**config.mk**
```make
export PLATFORM = sky130hd
export DESIGN_NAME = fsqrt_sched
export DESIGN_NICKNAME = d
export VERILOG_FILES = /design/src/rtl/fsqrt_sched.sv
export SDC_FILE = /design/constraint.sdc
export NUM_CORES = 1
export LEC_CHECK = 0
export BUFFER_PORTS_ARGS = -buffer_cell sky130_fd_sc_hd__buf_2
export CAP_MARGIN = 20
export CORE_MARGIN = 3
export CORE_UTILIZATION = 35
export CTS_BUF_LIST = sky130_fd_sc_hd__clkbuf_2
export CTS_CLUSTER_SIZE = 20
export DETAILED_ROUTE_END_ITERATION = 7
export PLACE_DENSITY_LB_ADDON = 0.05
export SLEW_MARGIN = 30
export SYNTH_ARGS = -nofsm -noshare
export SYNTH_HDL_FRONTEND = slang
export SYNTH_SLANG_ARGS = --single-unit
```
**constraint.sdc**
```tcl
create_clock -name clk -period 4.25 [get_ports clk]
set_input_delay 0.425 -clock clk [delete_from_list [all_inputs] [get_ports clk]]
set_output_delay 0.425 -clock clk [all_outputs]
set_load 0.01 [all_outputs]
```
**src/rtl/fsqrt_sched.sv**
```systemverilog
// fsqrt_sched: round-robin issue and credit-managed writeback scheduler for a shared pipelined Fsqrt
//
// Ports:
//   clk, rstn                 clock, synchronous active-low reset
//   reqN_valid/ready/x/tag    two requesters (N = 0, 1); ready = grant this cycle
//   sq_x, sq_y                operand to / result from the non-stallable Fsqrt (latency LAT)
//   wb_valid/ready/y/tag/src  buffered result stream, issue order, src = requester index
//   busy                      any op in flight or buffered
module fsqrt_sched #(
    parameter int TAG_W = 5,
    parameter int LAT   = 2,
    parameter int DEPTH = 4
) (
    input  logic             clk,
    input  logic             rstn,
    input  logic             req0_valid,
    output logic             req0_ready,
    input  logic [31:0]      req0_x,
    input  logic [TAG_W-1:0] req0_tag,
    input  logic             req1_valid,
    output logic             req1_ready,
    input  logic [31:0]      req1_x,
    input  logic [TAG_W-1:0] req1_tag,
    output logic [31:0]      sq_x,
    input  logic [31:0]      sq_y,
    output logic             wb_valid,
    input  logic             wb_ready,
    output logic [31:0]      wb_y,
    output logic [TAG_W-1:0] wb_tag,
    output logic             wb_src,
    output logic             busy
);
    localparam int CW = $clog2(DEPTH + 1);
    localparam int PW = $clog2(DEPTH);
    localparam int EW = 32 + TAG_W + 1;

    logic [CW-1:0]    credits, count;
    logic             rr;
    logic [LAT-1:0]   sv;
    logic [TAG_W:0]   smeta [LAT];
    logic [EW-1:0]    mem [DEPTH];
    logic [PW-1:0]    wp, rp;
    logic             can_issue, g0, g1, grant, push, pop;

    // Only the registered credit count gates issue, so a same-cycle pop cannot unblock it.
    assign can_issue  = rstn && credits != '0;
    assign g0         = can_issue && req0_valid && (!rr || !req1_valid);
    assign g1         = can_issue && req1_valid && (rr || !req0_valid);
    assign grant      = g0 || g1;
    assign req0_ready = g0;
    assign req1_ready = g1;
    assign sq_x       = g0 ? req0_x : g1 ? req1_x : '0;
    assign push       = sv[LAT-1];
    assign wb_valid   = count != '0;
    assign pop        = wb_valid && wb_ready;
    assign {wb_y, wb_tag, wb_src} = wb_valid ? mem[rp] : '0;
    assign busy       = (|sv) || wb_valid;

    always_ff @(posedge clk) begin
        if (!rstn) begin
            credits <= CW'(DEPTH);
            rr      <= 1'b0;
            sv      <= '0;
            wp      <= '0;
            rp      <= '0;
            count   <= '0;
        end else begin
            credits <= credits - CW'(grant) + CW'(pop);
            count   <= count + CW'(push) - CW'(pop);
            if (grant)
                rr <= !g1;
            sv[0] <= grant;
            for (int i = 1; i < LAT; i++)
                sv[i] <= sv[i-1];
            if (push)
                wp <= (wp == PW'(DEPTH - 1)) ? '0 : wp + 1'b1;
            if (pop)
                rp <= (rp == PW'(DEPTH - 1)) ? '0 : rp + 1'b1;
        end
    end

    // Metadata and storage need no reset: they are qualified by sv and count.
    always_ff @(posedge clk) begin
        smeta[0] <= {g1 ? req1_tag : req0_tag, g1};
        for (int i = 1; i < LAT; i++)
            smeta[i] <= smeta[i-1];
        if (rstn && push)
            mem[wp] <= {sq_y, smeta[LAT-1]};
    end
endmodule

```
; ---- After elaboration in Yosys (flattened, before gate mapping)
; Memories as Yosys holds them, arrays and structs flattened. A register that Yosys moved wholly into a read port is not among the register bits.
; Cells that the tools add are included.
; Widths: inputs -> output; s select.
[classes]
muxes = 10
eq_ne = 2
reduce_logical = 18
addsub = 6
[op_table]
columns = cell, count
row1 = $mux 32, 2
row2 = $mux 38, 1
row3 = $mux 2, 4
row4 = $logic_and 1x1->1, 7
row5 = $add 3x1->3, 2
row6 = $reduce_bool 3->1, 2
row7 = $sub 3x1->3, 2
row8 = $mux 5, 1
row9 = $add 2x1->2 const B, 2
row10 = $eq 2x2->1 const B, 2
row11 = $logic_not 1->1, 4
row12 = $logic_or 1x1->1, 4
row13 = $mux 1, 2
row14 = $reduce_or 2->1, 1
[totals]
in_bits = 111
mem_bits_rw = 164
wordCells = 44
ff_bits = 13
output_inout_bits = 74
memories = 2
[mem_list]
columns = memory, words, width, rd, rd_clocked_by_memory_dff, write_ports, line
row1 = mem, 4, 38, 1, 1, 1, 41  ; logic [EW-1:0] mem [DEPTH];
row2 = smeta, 2, 6, 2, 0, 2, 40  ; logic [TAG_W:0] smeta [LAT];

; ---- Longest topological paths before layout
; Gate-level depths: netlist of run 1.
[logic_depth]
ltp_word = 7
depth_mapped = 12
mapped_depth_nobuf = 10

; ---- Worst setup path after synthesis of run 1
; No wires, ideal clock.
[synth_path]
path_kind = reg-to-reg
startpoint = register credits[1]
endpoint = register credits[2]
path_buffers = 2
path_slack_ns = 1.753
setup_ns = 0.124
period_less_slack_ns = 2.497
t_required_ns = 4.126
arrival_ns = 2.373
stages_incl_launch_ff = 13
cell_sequence = dfxtp_1 > or3_1 > buf_2 > nand2_2 > buf_2 > nor2_1 > ha_1 > inv_1 > ha_1 > fa_1 > xnor2_1 > xnor2_1 > nand2_1
[synth_via]
elab_chain_cells = 7
elab_cells_between_ends = 9
classes_between = 2 x add/sub / 7 x reduce/logical
[synth_lines]
columns = element, line
row1 = start: declaration, 37  ; logic [CW-1:0] credits, count;
row2 = start signal: assignment, 61  ; credits <= CW'(DEPTH);
row3 = start signal: assignment, 68  ; credits <= credits - CW'(grant) + CW'(pop);
row4 = $reduce_bool 3->1 (*), 46  ; assign can_issue = rstn && credits != '0;
row5 = $logic_and 1x1->1 (*), 46
row6 = "$logic_and 1x1->1, on equally long branches (2 in a row)", "47, 48"
row7 = $logic_or 1x1->1 (*), 49  ; assign grant = g0 || g1;
row8 = net grant, 43  ; logic can_issue, g0, g1, grant, push, pop;
row9 = $sub 3x1->3 (*), 68
row10 = $add 3x1->3 (*), 68
; The timed path passes the listed nets; every way through them passes the cells marked *.
; A chain may end at the register's enable or synchronous reset.

==> impl_metrics.ini, run 1 <==
[grt]
overflow = 0
grt_pass1_vias = 4939
antenna_found_initial = 2
grt_first_pass_wirelength_um = 26300
grt_max_degree = 68
grt_usage = 0.144

[sta]
max_freq_mhz = 327
relSlewSlack = 0.436
grt_setup_unrepaired = no
worstMarginPinSlew_ns = 0.847
fin_tns_setup_ns = 0
period_minus_slack_ns = 3.06
setup_violations = 0
min_period_over_period = 0.720
fin_skew_ns = 0.0310
final-hold-violation-count = 0
final_max_slew_viol_count = 0
fin_ws_ns = 1.19

[setup_path]
path_delay_family = flip-flops
arrival_ns = 2.63
crit_type = flip-flop to output port
slowest_delay_ns = 0.81
path_buf_inv = 2
crit_path_max_fanout = 23
endpoint_kind = output port
cpMaxStageDelayCell = dfxtp_2
cp-start-kind = flip-flop
cp_cell_sequence = buf_4 > mux4_2 > and2_1 > buf_2
cp.required_ns = 3.83

[hold_path]
hold_class = input pin to flip-flop

[cts]
clk_latency_ns = 0.72
cts_tree = yes
cts_buffer_depth = 2
clkSinkCount = 179
clock-root-buffer = clkbuf_2
clkTransAtPathRegs_ns = 0.24
h-tree-depth = 4
cts_buffers = 17

[yosys]
synth_largest_area_cell = edfxtp_1
yosys_warnings = 0
synth-seq-area-share = 0.672
yosysTopAreaCellShare = 0.601
synth_area_per_cell_um2 = 15.6
netlist_top_cells_area = edfxtp_1, mux4_2, dfxtp_1
syn_nets = 609
ys_seq_elements = 179
syn_inst = 487
yosysUniqueCellTypes = 28
syn_area_mm2 = 0.00759

[placed_design]
port_buffers = 184
place_area_mm2 = 0.00873
post-place-ws_ns = 1.36
gp_congestion = 0.730
dp_hpwl_um = 10600

[finish]
finalInstanceArea_mm2 = 0.00938
final_net_count = 828
nFillCells = 1962
syn_to_final_growth_pct = 23.5
drive_gt1_frac = 0.380

[power]
power.total_w = 0.00405
intPower_w = 0.00275
combPwrFrac = 0.297
power_switching_w = 0.00130
seq_power_share = 0.520
power_leakage_nw = 3.58
switching_share = 0.320
vdd_ir_drop_max_v = 0.000426
clkPwrFrac = 0.182
power.density_mw_per_mm2 = 432

[die]
core_mm2 = 0.0212
core.rowCount = 53
die_h_um = 153
dieArea_mm2 = 0.0235
start_util = 0.359
io_pins = 185
fp.dieW_um = 153

[routing]
dr.pass1.iters = 5
drt_iter0_drc = 225
totalWireLength_um = 17000
drc_errors = 0
ant_nets = 0
viasPerCell = 4.76
num_vias = 4740
post_drt_wl_per_cell_um = 17.0

[outcome]
status = completed

[flow_run]
max_cap_violations = 0
[kinds of logic after synthesis]
family | Yosys count | share of synthesized area
DFF | 179 | 0.672
and+or+nand+nor | 131 | 0.0913
AOI/OAI and AO/OA | 70 | 0.0575
buffers and inverters | 48 | 0.0328
muxes | 44 | 0.121
adders and majority gates | 11 | 0.0201
xor gates and xnor gates | 4 | 0.00461
[cells in the mapped netlist, drive strengths merged]
| master | n |
|---|---|
| and2 | 44 |
| fa | 2 |
| nand3 | 33 |
| nor2 | 4 |
| dfxtp | 27 |
| mux2i | 1 |
| a311oi | 1 |
| mux4 | 38 |
| and3 | 4 |
| ha | 9 |
| edfxtp | 152 |
| mux2 | 5 |
| and4 | 1 |
| a21oi | 36 |
| nand2b | 1 |
| clkbuf | 14 |
| inv | 12 |
| a21o | 32 |
| or3 | 5 |
| nand2 | 38 |
| nand4 | 1 |
| o31ai | 1 |
| xnor2 | 4 |
| buf | 22 |
[layer usage]
layer / vias up / track usage / part of all wire
li1: 2270 / - / -
met5: - / 0 / 0
met2: 113 / 0.256 / 0.52
met1: 2340 / 0.176 / 0.42
met4: 0 / 0.0437 / 0.013
met3: 17 / 0.0323 / 0.040
[worst reg2reg max path: cells and delay by family, from the launching register on]
family                   cells  cell delay, ns
AND/OR/NAND/NOR              4            1.21
adder cells (fa/ha/maj)      3            0.87
flip-flops                   1            0.39
XOR/XNOR                     2            0.32
buffers and inverters        1            0.04
[power groups by stage]
stage	Combinational, W	Clock, W	Sequential (W)
6_report	0.00120	0.000738	0.00211
5_1_grt	0.00134	0.000862	0.00214
4_1_cts	0.00125	0.000781	0.00212
3_5_place_dp	0.00121	0	0.00216
3_3_place_gp	0.00119	0	0.00215
2_1_floorplan	0.000854	0	0.00205
[stage by stage]
stage,cells,util,hold slack [ns]
final,996,0.443,0.314
after global routing,996,0.443,0.253
after CTS,994,0.443,0.241
after detailed placement,917,0.413,0.312
after global placement,917,0.412,0.312
after floorplan,487,-,0.310
[what timing repair did]
action                    in CTS  in global routing
hold buffers                  45                  0
hold endpoints to repair     139                  0
resized for setup              0                  0
setup buffers                  0                  0
[path summary, 6_finish.rpt]
| path | endpoint | slack [ns] | cells past startpoint | start |
|---|---|---|---|---|
| max reg2reg | credits[2]$_SDFF_PN1_ | 1.32 | 10 | credits[1]$_SDFF_PN0_ |
| min | sv[0]$_SDFF_PN0_ | 0.31 | 3 | req0_valid |
| min reg2reg | smeta[0][11]$_DFF_P_ | 0.35 | 0 | smeta[0][5]$_DFF_P_ |
| max | wb_y[21] | 1.19 | 4 | flip-flop |
[flip-flops by register name, indices dropped and copies added, names as in the netlist, named ones only]
signal and flops:
rr 1, credits 3, mem 152, wp 2, sv 2, rp 2
smeta 12, count 3
[area by class of cell]
| class | count | area (um^2) | share of cell area |
|---|---|---|---|
| Sequential cell | 179 | 5110 | 0.545 |
| Tap cell | 275 | 344 | 0.0367 |
| Timing Repair Buffer | 236 | 1420 | 0.152 |
| Inverter | 12 | 45.0 | 0.00480 |
| Clock inverter | 13 | 98.8 | 0.0105 |
| Clock buffer | 19 | 95.1 | 0.0101 |
| Antenna cell | 2 | 5.00 | 0.000534 |
| Multi-Input combinational cell | 260 | 2260 | 0.241 |
[placed cells by master (no fill, tap or decap)]
master | synthesis | layout
a21o_1 | 32 | 32
a21oi_1 | 36 | 36
a311oi_1 | 1 | 1
and2_1 | 44 | 44
and3_2 | 0 | 3
and3_4 | 0 | 1
and4_1 | 1 | 1
buf_2 | 17 | 184
buf_4 | 2 | 7
clkbuf_2 | 0 | 19
clkinv_1 | 0 | 2
clkinv_4 | 0 | 1
clkinvlp_2 | 0 | 1
clkinvlp_4 | 0 | 3
dfxtp_1 | 27 | 25
dfxtp_2 | 0 | 1
dfxtp_4 | 0 | 1
diode_2 | 0 | 2
dlygate4sd3_1 | 0 | 45
edfxtp_1 | 152 | 152
fa_1 | 2 | 2
ha_1 | 9 | 9
inv_1 | 12 | 12
inv_6 | 0 | 5
inv_8 | 0 | 1
mux2_2 | 5 | 5
mux2i_1 | 1 | 1
mux4_2 | 38 | 38
nand2_1 | 37 | 37
nand2_2 | 1 | 1
nand2b_4 | 0 | 1
nand3_1 | 33 | 33
nand4_4 | 1 | 1
nor2_1 | 4 | 4
o31ai_1 | 1 | 1
or3_1 | 5 | 5
xnor2_1 | 4 | 4
No activity file was read; power rests on OpenSTA's default activity.
==> run 2: changes to the inputs <==
--- a/config.mk
+++ b/config.mk
@@ -5,6 +5,7 @@
 export SDC_FILE = /design/constraint.sdc
 export NUM_CORES = 1
 export LEC_CHECK = 0
+export ABC_AREA = 1
 export BUFFER_PORTS_ARGS = -buffer_cell sky130_fd_sc_hd__buf_2
 export CAP_MARGIN = 20
 export CORE_MARGIN = 3
==> constraint.sdc (replaced) <==
create_clock -name clk -period 2.6 [get_ports clk]
set_input_delay 0.26 -clock clk [delete_from_list [all_inputs] [get_ports clk]]
set_output_delay 0.26 -clock clk [all_outputs]
set_load 0.01 [all_outputs]
==> impl_metrics.ini, run 2 <==
[outcome]
status = completed

[finish]
fin_cells = 1377
finalInstanceArea_mm2 = 0.0101
largestRegisters = mem (152), smeta (12)
largest_register_ffs = 152
multi_input_area_mm2 = 0.00235
mostFrequentLayoutCell = nand2_1
final_net_count = 1201
layout_common_cells = nand2_1, buf_2, nor2_1, edfxtp_1, inv_1
regArea_mm2 = 0.00511
regMostFlops = mem
num_antenna_cells = 0
nFillCells = 2201
syn_to_final_growth_pct = 24.9
drive_gt1_frac = 0.236

[yosys]
yosys_warnings = 0
synth_top_family_by_area = simple AND/OR/NAND/NOR gates
yosysUniqueCellTypes = 22
synth_most_common_cell = nand2_1
synthSimpleGateAreaFrac = 0.235
synthTopCellsByCount = nand2_1, nor2_1, edfxtp_1
synthMuxAreaShare = 0
syn_nets = 971
syn_inst = 849
ys_seq_elements = 179
synth-seq-area-share = 0.629
synth_largest_area_cell = edfxtp_1
synth-compound-area-share = 0.0293
ys.flop_type = edfxtp_1
syn_area_mm2 = 0.00812
synth-edff-count = 152
synth-xor-area-share = 0.00216
synth_adder_area_share = 0.0188
synthArstFlopShare = 0
synth_area_per_cell_um2 = 9.56
yosysTopAreaCellShare = 0.562
netlist_top_cells_area = edfxtp_1, nand2_1, nor2_1

[power]
power_leakage_nw = 4.55
vdd_ir_drop_max_v = 0.000332
power.density_mw_per_mm2 = 770

[routing]
totalWireLength_um = 18800
num_vias = 6223
ant_nets = 0
drt_iter0_drc = 194
viasPerCell = 4.52
dr.pass1.iters = 4
drc_errors = 0
post_drt_wl_per_cell_um = 13.6

[cts]
cts_buffers = 17
h-tree-depth = 4
cts_tree = yes
clock-root-buffer = clkbuf_2
clkSinkCount = 179
clkTransAtPathRegs_ns = 0.26
clk_latency_ns = 0.71
cts_buffer_depth = 2

[sta]
max_freq_mhz = 429
final-hold-violation-count = 0
relSlewSlack = 0.576
setup_violations = 0
period_minus_slack_ns = 2.33
grt_setup_unrepaired = no
final_max_slew_viol_count = 0
min_period_over_period = 0.896
worstMarginPinSlew_ns = 0.636
fin_skew_ns = 0.0296

[setup_path]
crit_path_max_fanout = 52
cpMaxStageDelayCell = dfxtp_4
crit_type = flip-flop to output port
cp.required_ns = 2.34
path_buf_inv = 2
arrival_ns = 2.07
cp_cell_sequence = buf_12 > nor2_1 > nor2_1 > nand2_1 > a21oi_1 > buf_2
worstSetupPathDepth = 6
cpMostUsedCell = nor2_1
endpoint_kind = output port
slowest_delay_ns = 0.50
path_delay_family = flip-flops
cp-start-kind = flip-flop
worstRegToRegCells = 7
rr_startpoint = rr$_SDFFE_PN0P_

[die]
start_util = 0.357
core.rowCount = 55
core_mm2 = 0.0227
dieArea_mm2 = 0.0251
io_pins = 185
fp.dieW_um = 158
die_h_um = 158

[grt]
grt_pass1_vias = 5888
grt_usage = 0.150
grt_max_degree = 70
overflow = 0
grt_first_pass_wirelength_um = 29500
antenna_found_initial = 0

[placed_design]
gp_congestion = 0.715
place_area_mm2 = 0.00931
dp.cells = 1287
dp_hpwl_um = 11500
port_buffers = 184

[hold_path]
hold_start = sq_y[1]
holdPathStages = 2
hold_class = input pin to flip-flop

[flow_run]
max_cap_violations = 0
## run 2: per-stage QoR
step	hold slack (ns)	setup TNS [ns]	utilization	setup slack (ns)	total power, W
floorplan	0.310	-0.857	-	-0.0113	0.00540
global placement	0.312	0	0.410	0.730	0.00640
detailed placement	0.313	0	0.410	0.711	0.00640
CTS	0.159	0	0.445	0.00536	0.00792
global route	0.152	0	0.446	0.00384	0.00846
finish	0.275	0	0.446	0.270	0.00781
## run 2: final cells by class
class | instances | share of cell area
sequential | 179 | 0.504
tap | 285 | 0.0352
clock inverter | 15 | 0.0143
multi-input combinational | 513 | 0.232
clock buffer | 17 | 0.00839
inverter | 105 | 0.0396
timing repair buffer | 263 | 0.167
## run 2: repair_timing
item / CTS / global route
gates resized for setup: 2 / 6
setup buffers: 1 / 3
cloned: 0 / 0
hold buffers: 54 / 0
hold endpoints to repair: 147 / 0
setup endpoints to repair: 23 / 51
## run 2: layer usage
layer,share of wire,up-vias,wire length (um),GRT usage
met1,0.45,2839,8530,0.190
met4,0.0095,0,178,0.0344
li1,-,3218,-,-
met3,0.046,13,873,0.0381
met5,0,-,0,0
met2,0.49,153,9200,0.261
## run 2: cell families (layout without fill, tap and decap cells)
family / Yosys count / in the layout
AO/OA/AOI/OAI: 46 / 46
XOR/XNOR: 2 / 2
adder cells (fa/ha/maj): 11 / 11
buffers and inverters: 157 / 400
flip-flops: 179 / 179
AND/OR/NAND/NOR: 454 / 454
## run 2: worst register-to-register path, stage by stage, from the launching register on
cell and delay, ns:
dfxtp_1 0.44, inv_2 0.05, a21oi_2 0.21, nand3_4 0.15, nand2_1 0.08, dlygate4sd3_1 0.54
nand2_1 0.06, dlygate4sd3_1 0.56
## run 2: power breakdown
group / internal, W / total (W) / switching, W
registers: 0.00329 / 0.00338 / 0.0000982
clock network: 0.000370 / 0.00138 / 0.00101
logic: 0.00112 / 0.00305 / 0.00192
## run 2: worst paths after layout
check	slack, ns	end
hold reg to reg	0.35	smeta[0][11]$_DFF_P_
hold / removal	0.27	mem[3][7]$_DFFE_PP_
setup / recovery	0.27	wb_y[31]
setup reg to reg	0.46	smeta[0][1]$_DFF_P_
